`src/rtl/matrix_reg_readout_pkg.sv`:
```
// Shared types and constants for the matrix register readout block.
// State encoding, byte width and byte-count helper.
package matrix_reg_readout_pkg;

  localparam int BYTE_W = 8;

  typedef enum logic {
    ST_IDLE = 1'b0,
    ST_SEND = 1'b1
  } state_t;

  function automatic int bytes_per_reg(input int width);
    return width / BYTE_W;
  endfunction

endpackage

```
`src/rtl/matrix_shift_out.sv`:
```
// Snapshot register that presents its top byte and shifts left one byte per step.
// Load wins over shift; both resets clear the register, so an emptied register reads as zero.
module matrix_shift_out
  import matrix_reg_readout_pkg::*;
#(
  parameter int WIDTH = 32
) (
  input  logic              i_clk,
  input  logic              i_rst,
  input  logic              i_sync_rst,
  input  logic              i_load,
  input  logic              i_shift,
  input  logic [WIDTH-1:0]  i_load_dat,
  output logic [BYTE_W-1:0] o_byte
);

  logic [WIDTH-1:0] r_sreg;

  always_ff @(posedge i_clk or posedge i_rst) begin
    if (i_rst) begin
      r_sreg <= '0;
    end else if (i_sync_rst) begin
      r_sreg <= '0;
    end else if (i_load) begin
      r_sreg <= i_load_dat;
    end else if (i_shift) begin
      r_sreg <= r_sreg << BYTE_W;
    end
  end

  assign o_byte = r_sreg[WIDTH-1 -: BYTE_W];

endmodule

```
`src/rtl/matrix_reg_readout.sv`:
```
// Host read port for the ID-filter register bank: snapshot one register, stream it MSB byte first.
// First byte valid one cycle after the accepted request; stalls hold the byte while ready is low.
module matrix_reg_readout
  import matrix_reg_readout_pkg::*;
#(
  parameter int WIDTH  = 32,
  parameter int DEPTH  = 8,
  parameter int ADDR_W = 3
) (
  input  logic                   i_clk,
  input  logic                   i_rst,
  input  logic                   i_sync_rst,
  input  logic [WIDTH*DEPTH-1:0] i_reg_bank,
  input  logic                   i_read_req,
  input  logic [ADDR_W-1:0]      i_read_addr,
  output logic                   o_busy,
  output logic                   o_addr_err,
  output logic                   o_rd_valid,
  input  logic                   i_rd_ready,
  output logic [BYTE_W-1:0]      o_rd_data,
  output logic                   o_rd_last
);

  localparam int NBYTES = bytes_per_reg(WIDTH);
  localparam int CNT_W  = $clog2(NBYTES) + 1;

  state_t           r_state;
  state_t           w_state_nxt;
  logic [CNT_W-1:0] r_cnt;
  logic [CNT_W-1:0] w_cnt_nxt;
  logic             r_busy;
  logic             w_busy_nxt;
  logic             r_addr_err;
  logic             w_addr_err_nxt;
  logic             r_rd_valid;
  logic             w_rd_valid_nxt;
  logic             r_rd_last;
  logic             w_rd_last_nxt;

  logic             w_load;
  logic             w_shift;
  logic             w_addr_ok;
  logic             w_xfer;
  logic [WIDTH-1:0] w_sel_reg;
  logic [ADDR_W:0]  w_addr_ext;

  assign w_addr_ext = {1'b0, i_read_addr};
  assign w_addr_ok  = (w_addr_ext < (ADDR_W+1)'(DEPTH));
  assign w_xfer     = r_rd_valid & i_rd_ready;

  always_comb begin
    w_sel_reg = '0;
    for (int k = 0; k < DEPTH; k++) begin
      if (i_read_addr == ADDR_W'(k)) begin
        w_sel_reg = i_reg_bank[k*WIDTH +: WIDTH];
      end
    end
  end

  always_ff @(posedge i_clk or posedge i_rst) begin
    if (i_rst) begin
      r_state    <= ST_IDLE;
      r_cnt      <= '0;
      r_busy     <= 1'b0;
      r_addr_err <= 1'b0;
      r_rd_valid <= 1'b0;
      r_rd_last  <= 1'b0;
    end else if (i_sync_rst) begin
      r_state    <= ST_IDLE;
      r_cnt      <= '0;
      r_busy     <= 1'b0;
      r_addr_err <= 1'b0;
      r_rd_valid <= 1'b0;
      r_rd_last  <= 1'b0;
    end else begin
      r_state    <= w_state_nxt;
      r_cnt      <= w_cnt_nxt;
      r_busy     <= w_busy_nxt;
      r_addr_err <= w_addr_err_nxt;
      r_rd_valid <= w_rd_valid_nxt;
      r_rd_last  <= w_rd_last_nxt;
    end
  end

  always_comb begin
    w_state_nxt = r_state;
    case (r_state)
      ST_IDLE: if (i_read_req && w_addr_ok) w_state_nxt = ST_SEND;
      ST_SEND: if (w_xfer && r_rd_last)     w_state_nxt = ST_IDLE;
      default: w_state_nxt = ST_IDLE;
    endcase
  end

  // Requests seen outside IDLE fall through untouched: they are dropped, not queued.
  always_comb begin
    w_cnt_nxt      = r_cnt;
    w_busy_nxt     = r_busy;
    w_addr_err_nxt = 1'b0;
    w_rd_valid_nxt = r_rd_valid;
    w_rd_last_nxt  = r_rd_last;
    w_load         = 1'b0;
    w_shift        = 1'b0;
    case (r_state)
      ST_IDLE: begin
        if (i_read_req) begin
          if (w_addr_ok) begin
            w_load         = 1'b1;
            w_cnt_nxt      = CNT_W'(NBYTES);
            w_busy_nxt     = 1'b1;
            w_rd_valid_nxt = 1'b1;
            w_rd_last_nxt  = (NBYTES == 1);
          end else begin
            w_addr_err_nxt = 1'b1;
          end
        end
      end
      ST_SEND: begin
        if (w_xfer) begin
          // The final shift empties the snapshot, which drives the data output back to zero.
          w_shift = 1'b1;
          if (r_rd_last) begin
            w_cnt_nxt      = '0;
            w_busy_nxt     = 1'b0;
            w_rd_valid_nxt = 1'b0;
            w_rd_last_nxt  = 1'b0;
          end else begin
            w_cnt_nxt     = r_cnt - CNT_W'(1);
            w_rd_last_nxt = (r_cnt == CNT_W'(2));
          end
        end
      end
      default: begin
        w_busy_nxt     = 1'b0;
        w_rd_valid_nxt = 1'b0;
        w_rd_last_nxt  = 1'b0;
      end
    endcase
  end

  matrix_shift_out #(
    .WIDTH (WIDTH)
  ) u_shift_out (
    .i_clk      (i_clk),
    .i_rst      (i_rst),
    .i_sync_rst (i_sync_rst),
    .i_load     (w_load),
    .i_shift    (w_shift),
    .i_load_dat (w_sel_reg),
    .o_byte     (o_rd_data)
  );

  assign o_busy     = r_busy;
  assign o_addr_err = r_addr_err;
  assign o_rd_valid = r_rd_valid;
  assign o_rd_last  = r_rd_last;

endmodule

```
`config.mk`:
```
export PLATFORM = sky130hd
export DESIGN_NAME = matrix_reg_readout
export DESIGN_NICKNAME = d
export VERILOG_FILES = /design/src/rtl/matrix_reg_readout_pkg.sv /design/src/rtl/matrix_shift_out.sv /design/src/rtl/matrix_reg_readout.sv
export SDC_FILE = /design/constraint.sdc
export NUM_CORES = 1
export LEC_CHECK = 0
export ABC_CLOCK_PERIOD_IN_PS = 3300
export CORE_MARGIN = 2
export CORE_UTILIZATION = 40
export DETAILED_ROUTE_END_ITERATION = 8
export PLACE_DENSITY = 0.88
export REMOVE_ABC_BUFFERS = 1
export SETUP_SLACK_MARGIN = 0.02
export SYNTH_ARGS = -nofsm -noshare
export SYNTH_HDL_FRONTEND = slang
export SYNTH_SLANG_ARGS = --single-unit
```
`constraint.sdc`:
```
create_clock -name i_clk -period 3.3 [get_ports i_clk]
set_input_delay 0.825 -clock i_clk [delete_from_list [all_inputs] [get_ports i_clk]]
set_output_delay 0.825 -clock i_clk [all_outputs]
set_load 0.01 [all_outputs]
```
==> results.cfg, run 1 <==
[yosys]
ys_types = 47
async_reset_ff_share_pct = 100.0
synthMuxAreaShare_pct = 20.42
synth_top_area_share_pct = 22.66
synth_compound_area_share_pct = 30.80
syn_area_sq_mm = 0.004197
syn_avg_cell_area_sq_um = 8.653
synth-edff-count = 0
synth_area_leader_cell = dfrtp_1
synth_top_family_by_area = compound AO/OA/AOI/OAI gates
seq_area_frac_synth_pct = 22.66
synthXorXnorAreaFrac_pct = 0
synthFlopType = dfrtp_1
synth_seq_cells = 38
yosys.area_share.adder_pct = 0.5963
syn_inst = 485
synth_area_leaders = dfrtp_1 (23%), mux2i_1 (19%), a221oi_2 (5.4%)
synthSimpleGateAreaFrac_pct = 14.64
ys_warn_count = 0

[grt]
grt_usage_pct = 26.08
grt_max_degree = 45
grt_pass1_wl_um = 23870
first_global_vias = 4953
grt-ovfl-total = 0
antenna_found_initial = 0

[timing]
period_minus_slack_ps = 2378
fmax_mhz = 420.5
fin_setup_tns_ps = 0
relSlewSlack_pct = 40.11
skew_ps = 6.690
hold_viol = 0
setup_viol = 0
grt_setup_unrepaired = no
setup_ws_ps = 921.9
fin_crit_sh_pct = 72.06
drv_slew = 0
worst_pin_slew_ps = 892.8

[clock_network]
cts_root_buf = clkbuf_8
cts_resized = 0
insertion_delay_ps = 280
cts_tree = built
clock_path_buffers = 2
cts_buffers = 5
clk_pin_slew_ps = 70
htree_levels = 2
clock_sinks = 38
cts_hold_buf = 0
post_cts_buffers = 0

[routing]
viasPerCell = 5.653
ant_nets = 0
wirelength_um = 15680
drtPass1Iterations = 5
drtIter0Drc = 219
wire_per_inst_um = 18.24
drt_drc_violations_left = 0
num_vias = 4862

[placement]
routabilityCongestion = 0.8580
dp_cells = 853
io_buffers = 274
dp_hpwl_um = 12630
dp_slack_ps = 631.6
placed_cell_area_sq_mm = 0.006855

[run_status]
status = finished clean

[floorplanning]
die_area_sq_mm = 0.01133
dieHeight_um = 106.4
core_sq_mm = 0.01028
io_pins = 276
die_w_um = 106.4
fp-row-count = 37
start_util_pct = 40.83

[job]
maxCapViolations = 0

[power_and_ir_drop]
swShare_pct = 30.33
p_int_mw = 1.113
vdd_drop_max_uv = 141.3
p_seq_share_pct = 34.0
p_sw_mw = 0.4846
cellPowerDensity_mw_per_mm2 = 230.5
p_comb_share_pct = 47.5
p_leak_nw = 2.714
clkPwrFrac_pct = 18.5

[min_path]
hp-class = reg2reg

[final_layout]
drive_gt1_share_pct = 7.735
final_cells = 860
mostFrequentLayoutCells = clkdlybuf4s50_1 (271), mux2i_1 (80), o21ai_1 (38), dfrtp_1 (38), nand2_1 (34)
fin_area_sq_mm = 0.006932
synthToLayoutAreaGrowth_pct = 65.18
antenna_cells = 0
final_common_cell = clkdlybuf4s50_1
ff_latch_area_sq_um = 950.9
final_net_count = 990
multi_input_area_sq_mm = 0.002793
num-fill-cells = 856

[setup_path]
slowest_stage = nor3b_4
cp-end-kind = register
critPathMaxStageDelay_ps = 610
worstPathCellList = clkdlybuf4s50_1 > nor3b_4 > buf_4 > o21ai_1 > o211ai_2
cp.arrival_ps = 2580
required_ps = 3510
cp_top_family = buffers and inverters
critPathMaxFanout = 17
startpoint_type = input pin
critPathKind = in2reg
cp_num_buf_inv = 2
## power groups by stage
| stage | Sequential [mW] | Clock [mW] | Combinational [mW] |
|---|---|---|---|
| final | 0.543 | 0.296 | 0.758 |
| after global routing | 0.546 | 0.325 | 0.813 |
| after CTS | 0.541 | 0.306 | 0.760 |
| after detailed placement | 0.550 | 0 | 0.759 |
| after global placement | 0.546 | 0 | 0.736 |
| after floorplan | 0.547 | 0 | 0.263 |
## worst register-to-register path, stage by stage, from the launching register on
cell	delay [ps]
dfrtp_1	560
nand2b_1	150
buf_4	360
and2_1	210
buf_4	200
nor2_1	80
o22a_1	210
## cell families (layout without fill, tap and decap cells)
family | after synthesis | in the layout
buf+inv | 66 | 305
flops | 38 | 38
mux | 85 | 85
other cells | 1 | 1
simple gates | 114 | 114
compound gates | 179 | 179
fa+ha+maj | 2 | 2
## through the flow
step	hold slack [ps]	utilization [%]	total power [mW]
2_1_floorplan	445.1	-	0.8095
3_3_place_gp	464.0	66.70	1.283
3_5_place_dp	476.2	66.70	1.309
4_1_cts	492.0	67.45	1.607
5_1_grt	508.1	67.45	1.685
6_report	488.2	67.45	1.598
## final cells by class
type	count	area share [%]
well taps	136	2.455
clock buffers	7	1.101
flip-flops and latches	38	13.72
multi-input cells	381	40.29
inverters	5	0.2708
repair buffers	293	42.17
## state kept, by name, summed over array words and instances, names as in the netlist
register / count
o_rd_last: 1
o_rd_valid: 1
r_cnt: 3
r_state: 1
u_shift_out.r_sreg: 32
## path summary, 6_finish.rpt
check                                                endpoint  slack, ps  cells after the start                                from
setup reg to reg                         r_cnt[2]$_DFFE_PP0P_       1410                      6                   r_state$_DFF_PP0_
max in group asynchronous  u_shift_out.r_sreg[26]$_DFFE_PP0P_       1720                      3                               i_rst
min in group asynchronous   u_shift_out.r_sreg[4]$_DFFE_PP0P_        930                      2                               i_rst
setup / recovery            u_shift_out.r_sreg[5]$_DFFE_PP0P_        920                      5                          i_read_req
hold reg to reg            u_shift_out.r_sreg[16]$_DFFE_PP0P_        490                      2  u_shift_out.r_sreg[16]$_DFFE_PP0P_
hold / removal             u_shift_out.r_sreg[16]$_DFFE_PP0P_        490                      2  u_shift_out.r_sreg[16]$_DFFE_PP0P_
## routing by layer
layer / GRT usage [%] / vias up / routed length [um]
met5: 0 / - / 0
met2: 50.73 / 244 / 8200
li1: - / 2328 / -
met1: 27.82 / 2252 / 5820
met4: 8.349 / 0 / 415
met3: 5.334 / 38 / 1246
## Yosys cell counts, types with 2 or more instances
cell,number
ha_1,2
or3_1,3
nor2_1,21
o21ai_0,16
nand4_1,5
o221ai_1,4
o22a_1,8
o311a_1,3
mux2_2,5
nand2_1,34
o211ai_1,23
nand2b_1,2
buf_6,10
buf_4,16
buf_8,3
nor3_1,13
o211ai_2,3
o22ai_1,3
a221oi_2,15
nor2b_1,3
inv_2,2
clkbuf_1,3
buf_2,29
o2bb2ai_1,3
a22oi_1,20
inv_1,3
a221oi_1,5
mux2i_1,80
dfrtp_1,38
o21ai_1,38
nand3b_1,21
nor3b_1,5
a21oi_1,32
No activity file was read; power rests on OpenSTA's default activity.
==> run 2, diff against run 1 <==
--- a/config.mk
+++ b/config.mk
@@ -5,11 +5,11 @@
 export SDC_FILE = /design/constraint.sdc
 export NUM_CORES = 1
 export LEC_CHECK = 0
-export ABC_CLOCK_PERIOD_IN_PS = 3300
+export ABC_CLOCK_PERIOD_IN_PS = 2200
 export CORE_MARGIN = 2
-export CORE_UTILIZATION = 40
+export CORE_UTILIZATION = 37
 export DETAILED_ROUTE_END_ITERATION = 8
-export PLACE_DENSITY = 0.88
+export PLACE_DENSITY = 0.82
 export REMOVE_ABC_BUFFERS = 1
 export SETUP_SLACK_MARGIN = 0.02
 export SYNTH_ARGS = -nofsm -noshare
==> constraint.sdc (replaced) <==
create_clock -name i_clk -period 2.2 [get_ports i_clk]
set_input_delay 0.55 -clock i_clk [delete_from_list [all_inputs] [get_ports i_clk]]
set_output_delay 0.55 -clock i_clk [all_outputs]
set_load 0.01 [all_outputs]
==> run 2 against run 1 <==
Effect of this change:
- total power increased by 65%
- sequential share of layout area decreased by 0.30 points
- non-clock buffer count increased by 7
- wire length increased by 0.33%
- first-iteration DRC count decreased by 21%
- largest power group unchanged
- clock power increased by 120%
- core utilization decreased by 2.6 points
- sequential power increased by 50%
==> results.cfg, run 2 (same netlist as run 1, synthesis figures left out) <==
[run_status]
status = finished clean

[final_layout]
num-fill-cells = 919
utilization_pct = 64.82
drive_gt1_share_pct = 9.166
final_common_cell = clkdlybuf4s50_1
largest_register_ffs = 32
ff_latch_area_sq_um = 950.9
antenna_cells = 0
top_register = u_shift_out.r_sreg
final_cells = 871
synthToLayoutAreaGrowth_pct = 68.90
largestRegisters = u_shift_out.r_sreg: 32 flops, r_cnt: 3 flops
final_net_count = 997
multi_input_area_sq_mm = 0.002795
mostFrequentLayoutCells = clkdlybuf4s50_1 (271), mux2i_1 (80), o21ai_1 (38), dfrtp_1 (38), nand2_1 (34)

[setup_path]
critPathMaxStageDelay_ps = 570
critPathMaxFanout = 5
critPathKind = in2reg
cp.arrival_ps = 2160
slowest_stage = clkdlybuf4s50_1
startpoint_type = input pin
cp_num_buf_inv = 1
cp_top_family = simple AND/OR/NAND/NOR gates
required_ps = 2350
worstPathCellList = clkdlybuf4s50_1 > nor2b_1 > o21ai_0 > or3_1 > o311a_1
cp-end-kind = register

[placement]
dp_cells = 864
routabilityCongestion = 0.8642
io_buffers = 274
dp_hpwl_um = 12690

[floorplanning]
dieHeight_um = 110.5
start_util_pct = 38.38
die_w_um = 110.5
core_sq_mm = 0.01094
fp-row-count = 38
io_pins = 276
die_area_sq_mm = 0.01221

[grt]
first_global_vias = 5047
grt_usage_pct = 24.70
grt_max_degree = 54
grt_pass1_wl_um = 25080
grt-ovfl-total = 0
antenna_found_initial = 0

[routing]
viasPerCell = 5.543
wire_per_inst_um = 18.06
ant_nets = 0
drt_drc_violations_left = 0
wirelength_um = 15730
drtPass1Iterations = 5
num_vias = 4828
drtIter0Drc = 172

[power_and_ir_drop]
power_mw = 2.635
clkPwrFrac_pct = 25.1
vdd_drop_max_uv = 303.6
p_comb_share_pct = 44.0
p_sw_mw = 0.7542
cellPowerDensity_mw_per_mm2 = 371.7
p_seq_share_pct = 30.9
p_int_mw = 1.880
p_leak_nw = 2.798
swShare_pct = 28.63

[timing]
drv_slew = 0
grt_setup_unrepaired = no
hold_viol = 0
fin_hold_ws_ps = 483.4
fin_crit_sh_pct = 91.35
setup_viol = 0
fmax_mhz = 497.6
skew_ps = 3.573
period_minus_slack_ps = 2010

[job]
maxCapViolations = 0

[clock_network]
clock_sinks = 38
cts_tree = built
insertion_delay_ps = 270
post_cts_buffers = 0
cts_resized = 0
cts_hold_buf = 0
cts_buffers = 5
clock_path_buffers = 2
cts_root_buf = clkbuf_16
clk_pin_slew_ps = 50
htree_levels = 2

[min_path]
hp-class = reg2reg
==> run 2: cell count changes in the layout (fill, tap and decap cells not counted), sizes merged <==
cell / delta
clkbuf: -2
buf: +7
clkinv: +1
inv: +1
==> run 2: power groups by stage <==
| stage | clock network (mW) | registers [mW] | logic [mW] |
|---|---|---|---|
| floorplan | 0 | 0.820 | 0.394 |
| global placement | 0 | 0.821 | 1.13 |
| detailed placement | 0 | 0.825 | 1.16 |
| CTS | 0.679 | 0.812 | 1.17 |
| global route | 0.718 | 0.821 | 1.25 |
| finish | 0.662 | 0.813 | 1.16 |
==> run 2: final timing paths <==
check                                          start                                 end  slack, ps  cells past startpoint
worst max-delay path                      i_read_req  u_shift_out.r_sreg[14]$_DFFE_PP0P_        190                      5
worst min-delay path            r_cnt[0]$_DFFE_PP0P_                r_cnt[0]$_DFFE_PP0P_        480                      1
worst max register to register     r_state$_DFF_PP0_  u_shift_out.r_sreg[14]$_DFFE_PP0P_        550                      4
worst min register to register  r_cnt[0]$_DFFE_PP0P_                r_cnt[0]$_DFFE_PP0P_        480                      1
max in group asynchronous                      i_rst  u_shift_out.r_sreg[12]$_DFFE_PP0P_       1150                      3
min in group asynchronous                      i_rst  u_shift_out.r_sreg[30]$_DFFE_PP0P_        590                      2
==> run 2: metrics by stage <==
step                TNS, ps  setup WS, ps  instance area (sq um)
global route              0         135.1                   7088
CTS                       0         203.0                   7088
detailed placement   -79.17        -74.72                   6953
global placement          0         23.31                   6953
finish                    0         190.3                   7088
floorplan             -5223        -273.6                   3762
==> run 2: layout make-up <==
cell class	count	share of cell area [%]
repair buffers	300	42.51
multi-input cells	381	39.44
flip-flops and latches	38	13.42
well taps	140	2.471
clock buffers	5	1.765
inverters	5	0.2648
clock inverters	2	0.1412
==> run 2: routing by layer <==
| metal | part of all wire (%) | up-vias | GRT usage (%) |
|---|---|---|---|
| met5 | 0 | - | 0 |
| met4 | 1.4 | 0 | 5.583 |
| met3 | 7.0 | 18 | 5.159 |
| met2 | 52 | 212 | 46.79 |
| met1 | 40 | 2254 | 28.24 |
| li1 | - | 2344 | - |
